--- src/rtl/guarded_fp_rr_arbiter_pkg.sv ---
// rtl/guarded_fp_rr_arbiter_pkg.sv - shared encodings for the guarded fixed-priority / round-robin arbiter
package guarded_fp_rr_arbiter_pkg;

    localparam logic [1:0] ACT_NONE = 2'b00;
    localparam logic [1:0] ACT_H    = 2'b01;
    localparam logic [1:0] ACT_L    = 2'b10;

    // Traffic classes carried by the queue servers feeding this arbiter
    localparam logic [1:0] P_PCF = 2'd0;
    localparam logic [1:0] P_TT  = 2'd1;
    localparam logic [1:0] P_RC  = 2'd2;
    localparam logic [1:0] P_BE  = 2'd3;

    typedef enum logic [2:0] {
        ST_IDLE    = 3'd0,
        ST_GRANT_H = 3'd1,
        ST_GRANT_L = 3'd2,
        ST_BUSY_H  = 3'd3,
        ST_BUSY_L  = 3'd4
    } arb_state_t;

endpackage

--- src/rtl/guarded_fp_rr_arbiter_rr_pick_eligible.sv ---
// rtl/guarded_fp_rr_arbiter_rr_pick_eligible.sv - rotate-priority encoder over an eligible mask
module rr_pick_eligible #(
    parameter int N     = 3,
    parameter int PTR_W = 2
) (
    input  logic [PTR_W-1:0] rr_ptr,
    input  logic [N-1:0]     eligible,
    output logic             found,
    output logic [PTR_W-1:0] index
);

    always_comb begin : pick
        int                 j;
        logic [PTR_W-1:0]   jj;
        found = 1'b0;
        index = '0;
        j     = 0;
        jj    = '0;
        // Search starts at rr_ptr and wraps, so the first hit is the round-robin winner
        for (int k = 0; k < N; k++) begin
            j = int'(rr_ptr) + k;
            if (j >= N) begin
                j = j - N;
            end
            jj = PTR_W'(j);
            if (!found && eligible[jj]) begin
                found = 1'b1;
                index = jj;
            end
        end
    end

endmodule

--- src/rtl/guarded_fp_rr_arbiter.sv ---
// rtl/guarded_fp_rr_arbiter.sv - TT-first egress arbiter with guard-banded round-robin for RC/BE servers
module guarded_fp_rr_arbiter
    import guarded_fp_rr_arbiter_pkg::*;
#(
    parameter int N          = 3,
    parameter int LEN_W      = 8,
    parameter int GUARD      = 2,
    parameter int GO_TIMEOUT = 4
) (
    input  logic               clk,
    input  logic               rst_n,
    input  logic               bool_ready_H,
    input  logic               bool_go_H,
    input  logic [N-1:0]       bool_ready_L,
    input  logic [N-1:0]       bool_go_L,
    input  logic [N*LEN_W-1:0] pkt_len_L,
    input  logic [LEN_W-1:0]   tt_gap,
    input  logic               tt_gap_valid,
    output logic               ena_n_H,
    output logic [N-1:0]       ena_n_L,
    output logic [1:0]         active,
    output logic [3:0]         channel,
    output logic               timeout_err,
    output logic               conflict_err
);

    localparam int PTR_W = (N > 1) ? $clog2(N) : 1;
    localparam int CNT_W = $clog2(GO_TIMEOUT + 1);
    localparam logic [LEN_W:0]   GUARD_EXT = (LEN_W + 1)'(GUARD);
    localparam logic [CNT_W-1:0] CNT_LAST  = CNT_W'(GO_TIMEOUT - 1);
    localparam logic [PTR_W-1:0] PTR_LAST  = PTR_W'(N - 1);

    arb_state_t       state, state_nxt;
    logic [CNT_W-1:0] wait_cnt, wait_nxt;
    logic [PTR_W-1:0] rr_ptr, ptr_nxt;
    logic [PTR_W-1:0] cur, cur_nxt;
    logic             ena_h_nxt;
    logic [N-1:0]     ena_l_nxt;
    logic [1:0]       active_nxt;
    logic [3:0]       channel_nxt;
    logic             tmo_nxt;
    logic             conflict_nxt;
    logic             rel_grant;
    logic             adv_ptr;

    logic [N-1:0]     eligible;
    logic             pick_found;
    logic [PTR_W-1:0] pick_idx;

    // Sum is one bit wider than the operands so a long packet can never wrap into "fits"
    always_comb begin : elig
        logic [LEN_W:0] need;
        need     = '0;
        eligible = '0;
        for (int i = 0; i < N; i++) begin
            need        = {1'b0, pkt_len_L[i*LEN_W +: LEN_W]} + GUARD_EXT;
            eligible[i] = bool_ready_L[i] && (!tt_gap_valid || (need <= {1'b0, tt_gap}));
        end
    end

    rr_pick_eligible #(
        .N     (N),
        .PTR_W (PTR_W)
    ) u_pick (
        .rr_ptr   (rr_ptr),
        .eligible (eligible),
        .found    (pick_found),
        .index    (pick_idx)
    );

    always_comb begin
        state_nxt    = state;
        wait_nxt     = wait_cnt;
        ptr_nxt      = rr_ptr;
        cur_nxt      = cur;
        ena_h_nxt    = ena_n_H;
        ena_l_nxt    = ena_n_L;
        active_nxt   = active;
        channel_nxt  = channel;
        tmo_nxt      = 1'b0;
        conflict_nxt = conflict_err | ($countones({bool_go_H, bool_go_L}) > 1);
        rel_grant    = 1'b0;
        adv_ptr      = 1'b0;

        case (state)
            ST_IDLE: begin
                wait_nxt = '0;
                if (bool_ready_H) begin
                    state_nxt  = ST_GRANT_H;
                    ena_h_nxt  = 1'b0;
                    active_nxt = ACT_H;
                end else if (pick_found) begin
                    state_nxt   = ST_GRANT_L;
                    cur_nxt     = pick_idx;
                    ena_l_nxt   = ~(N'(1) << pick_idx);
                    active_nxt  = ACT_L;
                    channel_nxt = 4'(pick_idx);
                end
            end
            ST_GRANT_H: begin
                if (bool_go_H) begin
                    state_nxt = ST_BUSY_H;
                end else if (!bool_ready_H) begin
                    rel_grant = 1'b1;
                end else if (wait_cnt == CNT_LAST) begin
                    rel_grant = 1'b1;
                    tmo_nxt   = 1'b1;
                end else begin
                    wait_nxt = wait_cnt + CNT_W'(1);
                end
            end
            ST_GRANT_L: begin
                // A pending TT request pulls back an L grant that has not started yet
                if (bool_go_L[cur]) begin
                    state_nxt = ST_BUSY_L;
                end else if (bool_ready_H) begin
                    rel_grant = 1'b1;
                end else if (!bool_ready_L[cur]) begin
                    rel_grant = 1'b1;
                    adv_ptr   = 1'b1;
                end else if (wait_cnt == CNT_LAST) begin
                    rel_grant = 1'b1;
                    adv_ptr   = 1'b1;
                    tmo_nxt   = 1'b1;
                end else begin
                    wait_nxt = wait_cnt + CNT_W'(1);
                end
            end
            ST_BUSY_H: begin
                if (!bool_go_H) begin
                    rel_grant = 1'b1;
                end
            end
            ST_BUSY_L: begin
                if (!bool_go_L[cur]) begin
                    rel_grant = 1'b1;
                    adv_ptr   = 1'b1;
                end
            end
            default: begin
                rel_grant = 1'b1;
            end
        endcase

        if (rel_grant) begin
            state_nxt   = ST_IDLE;
            ena_h_nxt   = 1'b1;
            ena_l_nxt   = '1;
            active_nxt  = ACT_NONE;
            channel_nxt = 4'd0;
        end
        if (adv_ptr) begin
            ptr_nxt = (cur == PTR_LAST) ? '0 : cur + PTR_W'(1);
        end
    end

    always_ff @(posedge clk or negedge rst_n) begin
        if (!rst_n) begin
            state        <= ST_IDLE;
            wait_cnt     <= '0;
            rr_ptr       <= '0;
            cur          <= '0;
            ena_n_H      <= 1'b1;
            ena_n_L      <= '1;
            active       <= ACT_NONE;
            channel      <= 4'd0;
            timeout_err  <= 1'b0;
            conflict_err <= 1'b0;
        end else begin
            state        <= state_nxt;
            wait_cnt     <= wait_nxt;
            rr_ptr       <= ptr_nxt;
            cur          <= cur_nxt;
            ena_n_H      <= ena_h_nxt;
            ena_n_L      <= ena_l_nxt;
            active       <= active_nxt;
            channel      <= channel_nxt;
            timeout_err  <= tmo_nxt;
            conflict_err <= conflict_nxt;
        end
    end

endmodule

--- config.mk ---
export PLATFORM = sky130hd
export DESIGN_NAME = guarded_fp_rr_arbiter
export DESIGN_NICKNAME = d
export VERILOG_FILES = /design/src/rtl/guarded_fp_rr_arbiter_pkg.sv /design/src/rtl/guarded_fp_rr_arbiter_rr_pick_eligible.sv /design/src/rtl/guarded_fp_rr_arbiter.sv
export SDC_FILE = /design/constraint.sdc
export NUM_CORES = 1
export LEC_CHECK = 0
export CAP_MARGIN = 30
export CORE_ASPECT_RATIO = 1.1
export CORE_MARGIN = 5
export CORE_UTILIZATION = 45
export DETAILED_ROUTE_END_ITERATION = 7
export PLACE_DENSITY = 0.82
export SETUP_SLACK_MARGIN = 0.05
export SYNTH_ARGS = -nofsm -noshare
export SYNTH_HDL_FRONTEND = slang
export SYNTH_SLANG_ARGS = --single-unit
--- constraint.sdc ---
create_clock -name clk -period 1.8 [get_ports clk]
set_input_delay 0.27 -clock clk [delete_from_list [all_inputs] [get_ports clk]]
set_output_delay 0.27 -clock clk [all_outputs]
set_load 0.1 [all_outputs]
---- Word-level counts from Yosys, hierarchy flattened ----
Cells that the tools add are included.
operators by class
  mux-type cells .......................... 66
  add/subtract/negate cells ............... 13
  eq/ne operators ......................... 15
  bitwise logic cells ..................... 3
  order comparisons ....................... 11
  shift-type cells ........................ 1
  reduce and logical (&&, ||, !) cells .... 24
operators by type and width
  kind                                                                           number
  3-bit two-way mux                                                              15
  8-bit by 2-bit adder with 9-bit output (second input constant)                 3
  9-bit by 8-bit less-or-equal comparator with 1-bit output                      3
  1-bit two-way mux                                                              26
  2-bit two-way mux                                                              11
  3-bit case mux with 3 select lines                                             2
  4-bit two-way mux                                                              4
  2-bit by 3-bit less-than comparator with 1-bit output (second input constant)  4
  1-bit binary-select mux with 2-bit select                                      5
  2-bit inequality test (second input constant)                                  5
  3-bit by 2-bit equality test with 1-bit output (second input constant)         3
  3-bit by 2-bit >= comparator with 1-bit output (second input constant)         2
  3-bit inequality test (second input constant)                                  2
  3-bit AND reduction                                                            2
  6-bit AND reduction                                                            1
  2-bit nonzero test                                                             3
  3-bit nonzero test                                                             2
  1-bit logical AND                                                              5
  1-bit case mux with 5 select lines                                             1
  1-bit by 1-bit adder with 2-bit output                                         2
  4-bit inequality test (second input constant)                                  1
  1-bit case mux with 2 select lines                                             2
  2-bit AND reduction                                                            2
  4-bit AND reduction                                                            1
  21 further kinds                                                               26
word-level totals
  bits of input ports ..................... 43
  register bits after elaboration ......... 22
  output and inout bits ................... 12

---- Logic depth before layout (Yosys ltp) ----
Gate-level depths: netlist of the first run.
  word-level depth ........................ 19
  mapped depth ............................ 13
  depth with buffers taken out ............ 13

---- Cells and area by module ----
A second synthesis of the first run with hierarchy kept.
second synthesis, totals
  cell total of the unflattened synthesis .. 273
  area total of the unflattened synthesis .. 2404.8 um^2
by module, submodules not included
  module                 area an instance (um^2)  cells an instance  times used
  guarded_fp_rr_arbiter  2153.3                   241                1
  rr_pick_eligible       251.5                    32                 1

---- Worst setup path before layout of the first run ----
No wires, ideal clock.
  path type ............................... input -> register
  start ................................... input port pkt_len_L[1]
  end ..................................... register channel[0]
  setup time .............................. 120 ps
  data required time ...................... 1680 ps
  cell stages on the path ................. 13
  slack ................................... -913 ps
  arrival ................................. 2592 ps
  cell sequence ........................... ha_1 > nand3_1 > nor2_1 > xor2_1 > ha_1 > nand3_2 > nor2_1 > a2111oi_4 > o221a_4 > a211oi_2 > nor4_4 > nand2_2 > a31o_1
between the ends
  cells in the longest elaborated chain, start to end .. 17
RTL lines
  what                                                           line                                          source
  from (decl)                                                    guarded_fp_rr_arbiter.sv:16                   input logic [N*LEN_W-1:0] pkt_len_L,
  8-bit by 2-bit adder with 9-bit output (*)                     guarded_fp_rr_arbiter.sv:56                   need = {1'b0, pkt_len_L[i*LEN_W +: LEN_W]} + GUARD_EXT;
  9-bit by 8-bit less-or-equal comparator with 1-bit output (*)  guarded_fp_rr_arbiter.sv:57                   eligible[i] = bool_ready_L[i] && (!tt_gap_valid || (need <= {1'b0, tt_gap}));
  1-bit logical OR (*)                                           guarded_fp_rr_arbiter.sv:57
  1-bit logical AND (*)                                          guarded_fp_rr_arbiter.sv:57
  1-bit binary-select mux with 2-bit select                      guarded_fp_rr_arbiter_rr_pick_eligible.sv:26  if (!found && eligible[jj]) begin
  1-bit two-way mux (implied by the code)                        guarded_fp_rr_arbiter_rr_pick_eligible.sv:26
  1-bit two-way mux                                              guarded_fp_rr_arbiter_rr_pick_eligible.sv:26
  1-bit zero test                                                guarded_fp_rr_arbiter_rr_pick_eligible.sv:26
  1-bit logical AND                                              guarded_fp_rr_arbiter_rr_pick_eligible.sv:26
  1-bit two-way mux                                              guarded_fp_rr_arbiter_rr_pick_eligible.sv:26
  1-bit zero test                                                guarded_fp_rr_arbiter_rr_pick_eligible.sv:26
  1-bit logical AND                                              guarded_fp_rr_arbiter_rr_pick_eligible.sv:26
  2-bit two-way mux                                              guarded_fp_rr_arbiter_rr_pick_eligible.sv:26
  4-bit two-way mux                                              guarded_fp_rr_arbiter.sv:92                   end else if (pick_found) begin
  4-bit two-way mux                                              guarded_fp_rr_arbiter.sv:88                   if (bool_ready_H) begin
  4-bit two-way mux                                              guarded_fp_rr_arbiter.sv:85                   case (state)
  4-bit two-way mux                                              guarded_fp_rr_arbiter.sv:145                  if (rel_grant) begin
  to (signal assigned)                                           guarded_fp_rr_arbiter.sv:177                  channel <= channel_nxt;
  to (decl)                                                      guarded_fp_rr_arbiter.sv:22                   output logic [3:0] channel,
Every way passes the cells marked *; elsewhere a longest branch is shown, timed or not. The select of a mux whose other input is x is not followed.
A chain may end at the register's enable or synchronous reset.

---- Worst setup path after layout of the first run ----
  start ................................... input port tt_gap[3]
  end ..................................... register channel[0]
between the ends
  cells in the longest elaborated chain, start to end .. 16
RTL lines
  what                                                       line                                          source
  from (decl)                                                guarded_fp_rr_arbiter.sv:17                   input logic [LEN_W-1:0] tt_gap,
  9-bit by 8-bit less-or-equal comparator with 1-bit output  guarded_fp_rr_arbiter.sv:57
  1-bit logical OR                                           guarded_fp_rr_arbiter.sv:57
  1-bit logical AND                                          guarded_fp_rr_arbiter.sv:57
  1-bit binary-select mux with 2-bit select                  guarded_fp_rr_arbiter_rr_pick_eligible.sv:26
  1-bit two-way mux (implied by the code)                    guarded_fp_rr_arbiter_rr_pick_eligible.sv:26
  1-bit two-way mux                                          guarded_fp_rr_arbiter_rr_pick_eligible.sv:26
  1-bit zero test                                            guarded_fp_rr_arbiter_rr_pick_eligible.sv:26
  1-bit logical AND                                          guarded_fp_rr_arbiter_rr_pick_eligible.sv:26
  1-bit two-way mux                                          guarded_fp_rr_arbiter_rr_pick_eligible.sv:26
  1-bit zero test                                            guarded_fp_rr_arbiter_rr_pick_eligible.sv:26
  1-bit logical AND                                          guarded_fp_rr_arbiter_rr_pick_eligible.sv:26
  2-bit two-way mux                                          guarded_fp_rr_arbiter_rr_pick_eligible.sv:26
  4-bit two-way mux                                          guarded_fp_rr_arbiter.sv:92
  4-bit two-way mux                                          guarded_fp_rr_arbiter.sv:88
  4-bit two-way mux                                          guarded_fp_rr_arbiter.sv:85
  4-bit two-way mux                                          guarded_fp_rr_arbiter.sv:145
Parallel ways exist; a longest one is shown, timed or not. The select of a mux whose other input is x is not followed.

==> reports/qor.yml, run 1 <==
status: "complete, but fails checks"
violations: "negative setup slack"
power.internal_mw: 2.33
clk_pin_slew_ns: 0.08
synth_seq_cells: 20
pwr-share-clk: 0.104
r2r_start: "rr_ptr[0]"
slew_viol_final: 0
diodes: 0
combPwrFrac: 0.707
place_area_sq_mm: 0.00326
avgSynthCellArea_sq_um: 8.56
ys.flop_type: "dfrtp_1"
synth_cell_types: 57
grt.overflow.total: 0
worst_setup_path_end_kind: "flop"
design_area_sq_mm: 0.00385
timing.critical_path.cells: "clkdlybuf4s50_1 > inv_1 > buf_4 > ha_1 > nand2_1 > a211oi_4 > a2111oi_4 > o221a_4 > a211oi_2 > nor4_4 > nand2_2 > a31o_1"
num_rows: 27
grt_antenna_before_repair: 0
post-route-period-util: 1.54
syn_area_sq_mm: 0.00223
p_switching_mw: 2.13
dr_total_vias: 2561
reg2reg_depth: 8
cp_max_fo: 6
setup_viol: 10
crit_arrival_ns: 2.94
maxCapViolCount: 0
yosys-top-cells-area: "dfrtp_1 18%, ha_1 17%, dfstp_2 4.7%"
grt_pass1_vias: 2829
setup_tns_ns: -9.08
wl_um: 8640
synthToLayoutAreaGrowth_pct: 72.5
start_util: 0.456
grt_max_degree: 21
clock-sinks: 20
n_fill_cell: 289
via_per_inst: 5.87
numCtsBuffers: 3
sw_frac_of_total: 0.477
max_clock_freq_mhz: 360
synth_seq_area_share: 0.226
min_path_type: "in -> async"
cts_hold_buf: 0
p_per_area_mw_per_mm2: 1160
synth_cells: 261
h-tree-depth: 1
worstPathRequired_ns: 1.96
cp-start-kind: "primary input"
die_area_sq_mm: 0.00648
rrSetupSlack_ns: -0.34
portBuffers: 52
dieHeight_um: 83.9
p_seq_frac: 0.189
clockBufferDepth: 2
post_drt_wl_per_cell_um: 19.8
ant_nets: 0
synth-edff-count: 0
yosys.area.top_type: "dfrtp_1"
clk_latency_ns: 0.27
rsz0062_at_grt: "true"
synth_common_cells: "31 x ha_1, 24 x inv_1, 24 x nand2_1"
remaining_drc_errors: 0
yosysWarningCount: 0
cp_slowest_cell: "clkdlybuf4s50_1"
die_w_um: 77.2
crit_type: "in -> reg"
cts_tree: "yes"
ctsRootBufferMaster: "clkbuf_8"
grtUsageTotal: 0.239
final-hold-violation-count: 0
fp.coreArea_sq_mm: 0.00490
p_leak_nw: 1.77
drive_above_1_share: 0.471
vdd_ir_drop_max_mv: 0.789
worstReg2RegEnd: "channel[0]"
synth_most_common_cell: "ha_1"
synthArstFlopShare: 1.00
period_needed_ns: 2.78
skew_ns: 0.00738
nets: 454
layout_setup_ws_ns: -0.977
gp_congestion: 0.914
synth_top_area_share: 0.179
grt_pass1_wl_um: 12700
first_pass_iters: 4
max_stage_delay_ns: 0.47
ios: 55
hpwl_um: 5130
drtIter0Drc: 150
## flip-flops by register name (all words and copies together) (netlist names)
register	cells
conflict_err	1
channel	2
ena_n_H	1
timeout_err	1
rr_ptr	2
state	3
wait_cnt	3
ena_n_L	3
cur	2
active	2
## how the worst max path moves through the flow
stage / from / end / slack (ns) / cells after the start
after global routing: pkt_len_L[19] / channel[1] / -1.10 / 13
final: tt_gap[3] / channel[0] / -0.98 / 12
after CTS: pkt_len_L[19] / channel[0] / -0.79 / 13
after detailed placement: pkt_len_L[18] / channel[0] / -1.57 / 13
after floorplan: pkt_len_L[2] / channel[0] / -0.75 / 11
after global placement: pkt_len_L[1] / channel[0] / -1.43 / 12
## critical path: cells and delay by family
| kind | cells | cell delay [ns] |
|---|---|---|
| compound gates | 5 | 0.90 |
| fa+ha+maj | 1 | 0.29 |
| buf+inv | 3 | 0.74 |
| simple gates | 3 | 0.75 |
## power by group through the flow
stage / sequential, mW / combinational [mW] / clock [mW]
floorplan: 1.26 / 1.16 / 0
global placement: 0.820 / 2.59 / 0
detailed placement: 0.823 / 2.66 / 0
CTS: 0.826 / 2.90 / 0.469
global route: 0.855 / 3.34 / 0.497
finish: 0.844 / 3.15 / 0.464
## layer usage
layer / up-vias / GRT usage / share of wire
met2: 116 / 0.458 / 0.54
met1: 1234 / 0.229 / 0.36
met4: 0 / 0.147 / 0.046
met5: - / 0 / 0
met3: 40 / 0.0432 / 0.052
li1: 1171 / - / -
## logic make-up (layout without fill, tap and decap cells)
kind of cell / after synthesis / after routing / synth area share
and+or+nand+nor: 96 / 96 / 0.237
AOI/OAI and AO/OA: 63 / 63 / 0.220
adders and majority gates: 32 / 32 / 0.183
buffers and inverters: 29 / 145 / 0.0521
DFF: 20 / 20 / 0.226
xor gates and xnor gates: 16 / 16 / 0.0627
muxes: 4 / 4 / 0.0179
other: 1 / 2 / 0.00168
## final cells by class
type	count	area, sq um	area share
clock inverter	1	30.0	0.00779
clock buffer	3	41.3	0.0107
sequential	20	507	0.131
tap	58	72.6	0.0188
multi-input combinational	213	2070	0.538
timing repair buffer	116	1040	0.269
inverter	25	93.8	0.0243
## cells in the final DEF (no fill, tap or decap), types with 6 or more instances in the layout
cell type / netlist / layout
dfrtp_1: 16 / 15
clkdlybuf4s50_1: 0 / 16
dlygate4sd2_1: 0 / 13
nand3_1: 17 / 7
ha_4: 0 / 11
ha_1: 31 / 18
inv_1: 24 / 20
buf_12: 0 / 7
nor2_1: 15 / 10
nand3_2: 2 / 8
o21ai_0: 7 / 6
buf_4: 2 / 67
a21oi_1: 11 / 7
nand2_1: 24 / 21
## timing repair
action | 4_1_cts | 5_1_grt
setup endpoints to repair | 14 | 16
resized for setup | 126 | 19
setup buffers | 12 | 3
pin swaps | 47 | 20
gates cloned | 0 | 0
## metrics by stage
stage                     power [mW]  std cells  hold slack (ns)  worst slack (ns)   util
after floorplan                 2.42        262          -0.0256            -0.747      -
after global placement          3.41        417            0.460             -1.43  0.666
after detailed placement        3.49        417            0.476             -1.57  0.666
after CTS                       4.20        433            0.345            -0.793  0.762
after global routing            4.69        436            0.348             -1.10  0.787
final                           4.46        436            0.339            -0.977  0.787
Power figures use the tool's default switching activity.
==> run 2: changes to the inputs <==
- ABC_CLOCK_PERIOD_IN_PS: not set -> 1800
==> results of run 2 <==
The final DEF is identical to that of run 1; final timing and power are the same.
==> patch 1 (settings of run 2) <==
Set the parameter `GO_TIMEOUT` to 8 (it was 4).
--- a/src/rtl/guarded_fp_rr_arbiter.sv
+++ b/src/rtl/guarded_fp_rr_arbiter.sv
@@ -7,3 +7,3 @@
     parameter int GUARD      = 2,
-    parameter int GO_TIMEOUT = 4
+    parameter int GO_TIMEOUT = 8
 ) (
Behaviour: not the same (a bounded check fails within 10 cycles, from zero or initial values and one cycle with rst_n low).
==> patch 1 against run 2 <==
The flow still finishes with violations (negative setup slack); setup slack better by 0.27 ns; sequential cell count is 1 higher; wire length is 0.16% lower; final area is 2.2% higher; sequential power is 2% higher; total power is 3.4% higher; core utilization is 0.082 points higher; clock skew is 0.0064 ns lower; critical path depth stayed put; synthesized area is 3.2% higher; critical path type unchanged; critical endpoint unchanged; largest cell class unchanged; largest power group unchanged.
==> patch 1: results (changes against run 2) <==
Run status
  • Status: complete, but fails checks
  • Failing checks: negative setup slack

Final layout
  • Post-layout nets: 469 (+3.3%)
  • Share of cells above drive strength 1: 47.7% (+0.63 points)
  • Largest registers: wait_cnt x4, ena_n_L x3, state x3

Yosys
  • Synth Area in Adders: 17.6% (-0.63 points)
  • Register area share after synthesis: 23.0% (+0.37 points)
  • Compound-gate portion of the synthesized area: 19.3% (-2.7 points)
  • Mux share of post-synthesis cell area: 5.04% (+3.3 points)
  • Synth unique cells: 62 (+8.8%)
  • Post-synth top cells: 30 x ha_1, 28 x inv_1, 20 x nand2_1, 20 x nand3_1, 17 x dfrtp_1

Drt
  • Drt via density: 5.71 (-2.8%)
  • Met3 routed WL: 365 um (-19%)
  • Vias: 2,581 (+0.78%)

Placed design
  • Placer Congestion: 0.987 (+8.0%)
  • Area after DPL: 3440 um^2 (+5.3%)

Global route
  • GR Util met2: 44.1% (-1.7 points)
  • Largest net degree at the start of global routing: 22 (+4.8%)
  • First-pass GRT wire length: 12,700 um (-0.33%)
  • Vias in the first global route: 2,753 (-2.7%)

STA
  • Setup Viol. Count Final: 17 (+7)
  • Hold_ws: 0.336 ns (-0.00278 ns)
  • PnR worst setup slack: -0.707 ns (+0.271 ns)
  • Clock Skews: 0.000998 ns (-0.00638 ns)

Power
  • VDD IR max: 0.958 mV (+22%)
  • Net switching fraction of the power: 48.3% (+0.58 points)
  • Lkg Pwr: 1.85 nW (+4.3%)
  • Sequential Power: 858 uW (+2%)

Worst setup path
  • Critical path fanouts, max: 4 (-2)
[patch 1: changes by cell type in the layout (fill, tap and decap cells not counted), moves of 5 or more]
cell,change
a211oi_2,-5
buf_6,+6
dlygate4sd2_1,-7
nand4_1,+6
o21ai_0,-5
[patch 1: cell type report]
cell class | instances | area (um^2) | area share (%)
Multi-Input combinational cell | 211 | 2020 | 51.2
Timing Repair Buffer | 128 | 1160 | 29.4
Sequential cell | 21 | 531 | 13.5
Inverter | 30 | 113 | 2.86
Tap cell | 58 | 72.6 | 1.84
Clock buffer | 3 | 41.3 | 1.05
Clock inverter | 1 | 5.00 | 0.127
[patch 1: critical path: stages]
cell       delay, ns
buf_2           0.15
buf_4           0.13
xor2_1          0.29
ha_4            0.19
nand4_1         0.17
o211ai_2        0.22
o221ai_2        0.12
o221ai_2        0.25
a22oi_2         0.16
o2111ai_4       0.32
buf_6           0.17
mux2i_1         0.24
[patch 1: timing repair]
item,CTS,global route
pin swaps,58,39
buffers inserted,12,7
gates resized for setup,121,32
endpoints found under the setup margin,15,18
==> patch 2 (config.mk and constraints of run 2) <==
Without the edit above. The output `timeout_err` loses its register stage (`timeout_err` becomes a continuous assignment).
--- a/src/rtl/guarded_fp_rr_arbiter.sv
+++ b/src/rtl/guarded_fp_rr_arbiter.sv
@@ -166,3 +166,2 @@
             channel      <= 4'd0;
-            timeout_err  <= 1'b0;
             conflict_err <= 1'b0;
@@ -177,3 +176,2 @@
             channel      <= channel_nxt;
-            timeout_err  <= tmo_nxt;
             conflict_err <= conflict_nxt;
@@ -182,2 +180,4 @@
 
+    assign timeout_err = tmo_nxt;
+
 endmodule
Behaviour: not the same (Yosys sat finds a counterexample within 10 cycles, from zero or initial values and one cycle with rst_n low).
==> patch 2 against run 2 <==
Sequential cell count shrank 1; final area shrank 3.7%; non-clock buffer count shrank 2; setup slack gained 0.18 ns; synthesized area shrank 4.4%; register-to-register slack gained 0.04 ns; clock power shrank 31%; total power shrank 3.0%; sequential share of layout area shrank 0.20 points; the run still ends with negative setup slack left; wire length shrank 5.7%; critical path type unchanged; largest cell class unchanged.
==> patch 2: results (changes against run 2) <==
Yosys
  • Compound-gate portion of the synthesized area: 21.4% (-0.63 points)
  • Xor and xnor area share after synthesis: 6.97% (+0.70 points)
  • Synth area leaders: ha_1 18%, dfrtp_1 18%, dfstp_2 4.9%, xnor2_1 4.5%, inv_1 4.2%
  • Mux share of post-synthesis cell area: 1.41% (-0.39 points)
  • Register area share after synthesis: 22.5% (-0.14 points)
  • Synth unique cells: 51 (-11%)

Run status
  • Failing checks: negative setup slack
  • Status: complete, but fails checks

Worst setup path
  • Critical path's slowest cell: or3_1
  • Delay-heaviest family, CP: simple AND/OR/NAND/NOR gates

Drt
  • WL met2: 4410 um (-5.1%)
  • Drt via density: 5.80 (-1.2%)
  • M1 WL: 2920 um (-7.1%)
  • Number of DRC markers in iteration 0: 171 (+14%)

Global route
  • Largest net degree at the start of global routing: 20 (-4.8%)
  • Met3 Track Usage GR: 3.63% (-0.69 points)
  • GRT Overall Usage: 25.7% (+1.8 points)
  • Vias in the first global route: 2,584 (-8.7%)
  • Met1 Track Usage GR: 27.4% (+4.5 points)
  • First-pass GRT wire length: 12,000 um (-5.2%)

CTS
  • Setup Fix Bufs, Post-CTS: 8 (-4)

Final layout
  • Fill cells: 266 (-8.0%)

STA
  • Clock Skews: 0.00115 ns (-0.00623 ns)
  • PnR worst setup slack: -0.800 ns (+0.178 ns)
  • Setup_tns: -8.72 ns (+0.355 ns)
  • Setup Viol. Count Final: 15 (+5)

Placed design
  • Dpl ws: -1.59 ns (-0.0127 ns)
  • Area after DPL: 3240 um^2 (-0.73%)
  • Placer Congestion: 0.975 (+6.8%)

Power
  • Sequential Power: 765 uW (-9.4%)
  • Lkg Pwr: 1.69 nW (-4.5%)
  • Net switching fraction of the power: 48.9% (+1.2 points)
## patch 2: final cells by class
class / count / area share, %
clock buffers: 3 / 1.11
clock inverters: 1 / 0.135
repair buffers: 114 / 28.4
well taps: 56 / 1.89
multi-input cells: 212 / 53.1
inverters: 24 / 2.43
flip-flops and latches: 19 / 12.9
## patch 2: final timing paths
kind | startpoint | to | slack (ns) | depth (start not counted)
setup reg to reg | rr_ptr[0] | channel[0] | -0.30 | 8
setup / recovery | pkt_len_L[1] | ena_n_L[0] | -0.80 | 14
hold / removal | rst_n | state[2] | 0.34 | 2
max in group asynchronous | rst_n | ena_n_L[0] | 1.20 | 2
min in group clk | conflict_err | conflict_err | 0.49 | 1
hold reg to reg | conflict_err | conflict_err | 0.49 | 1
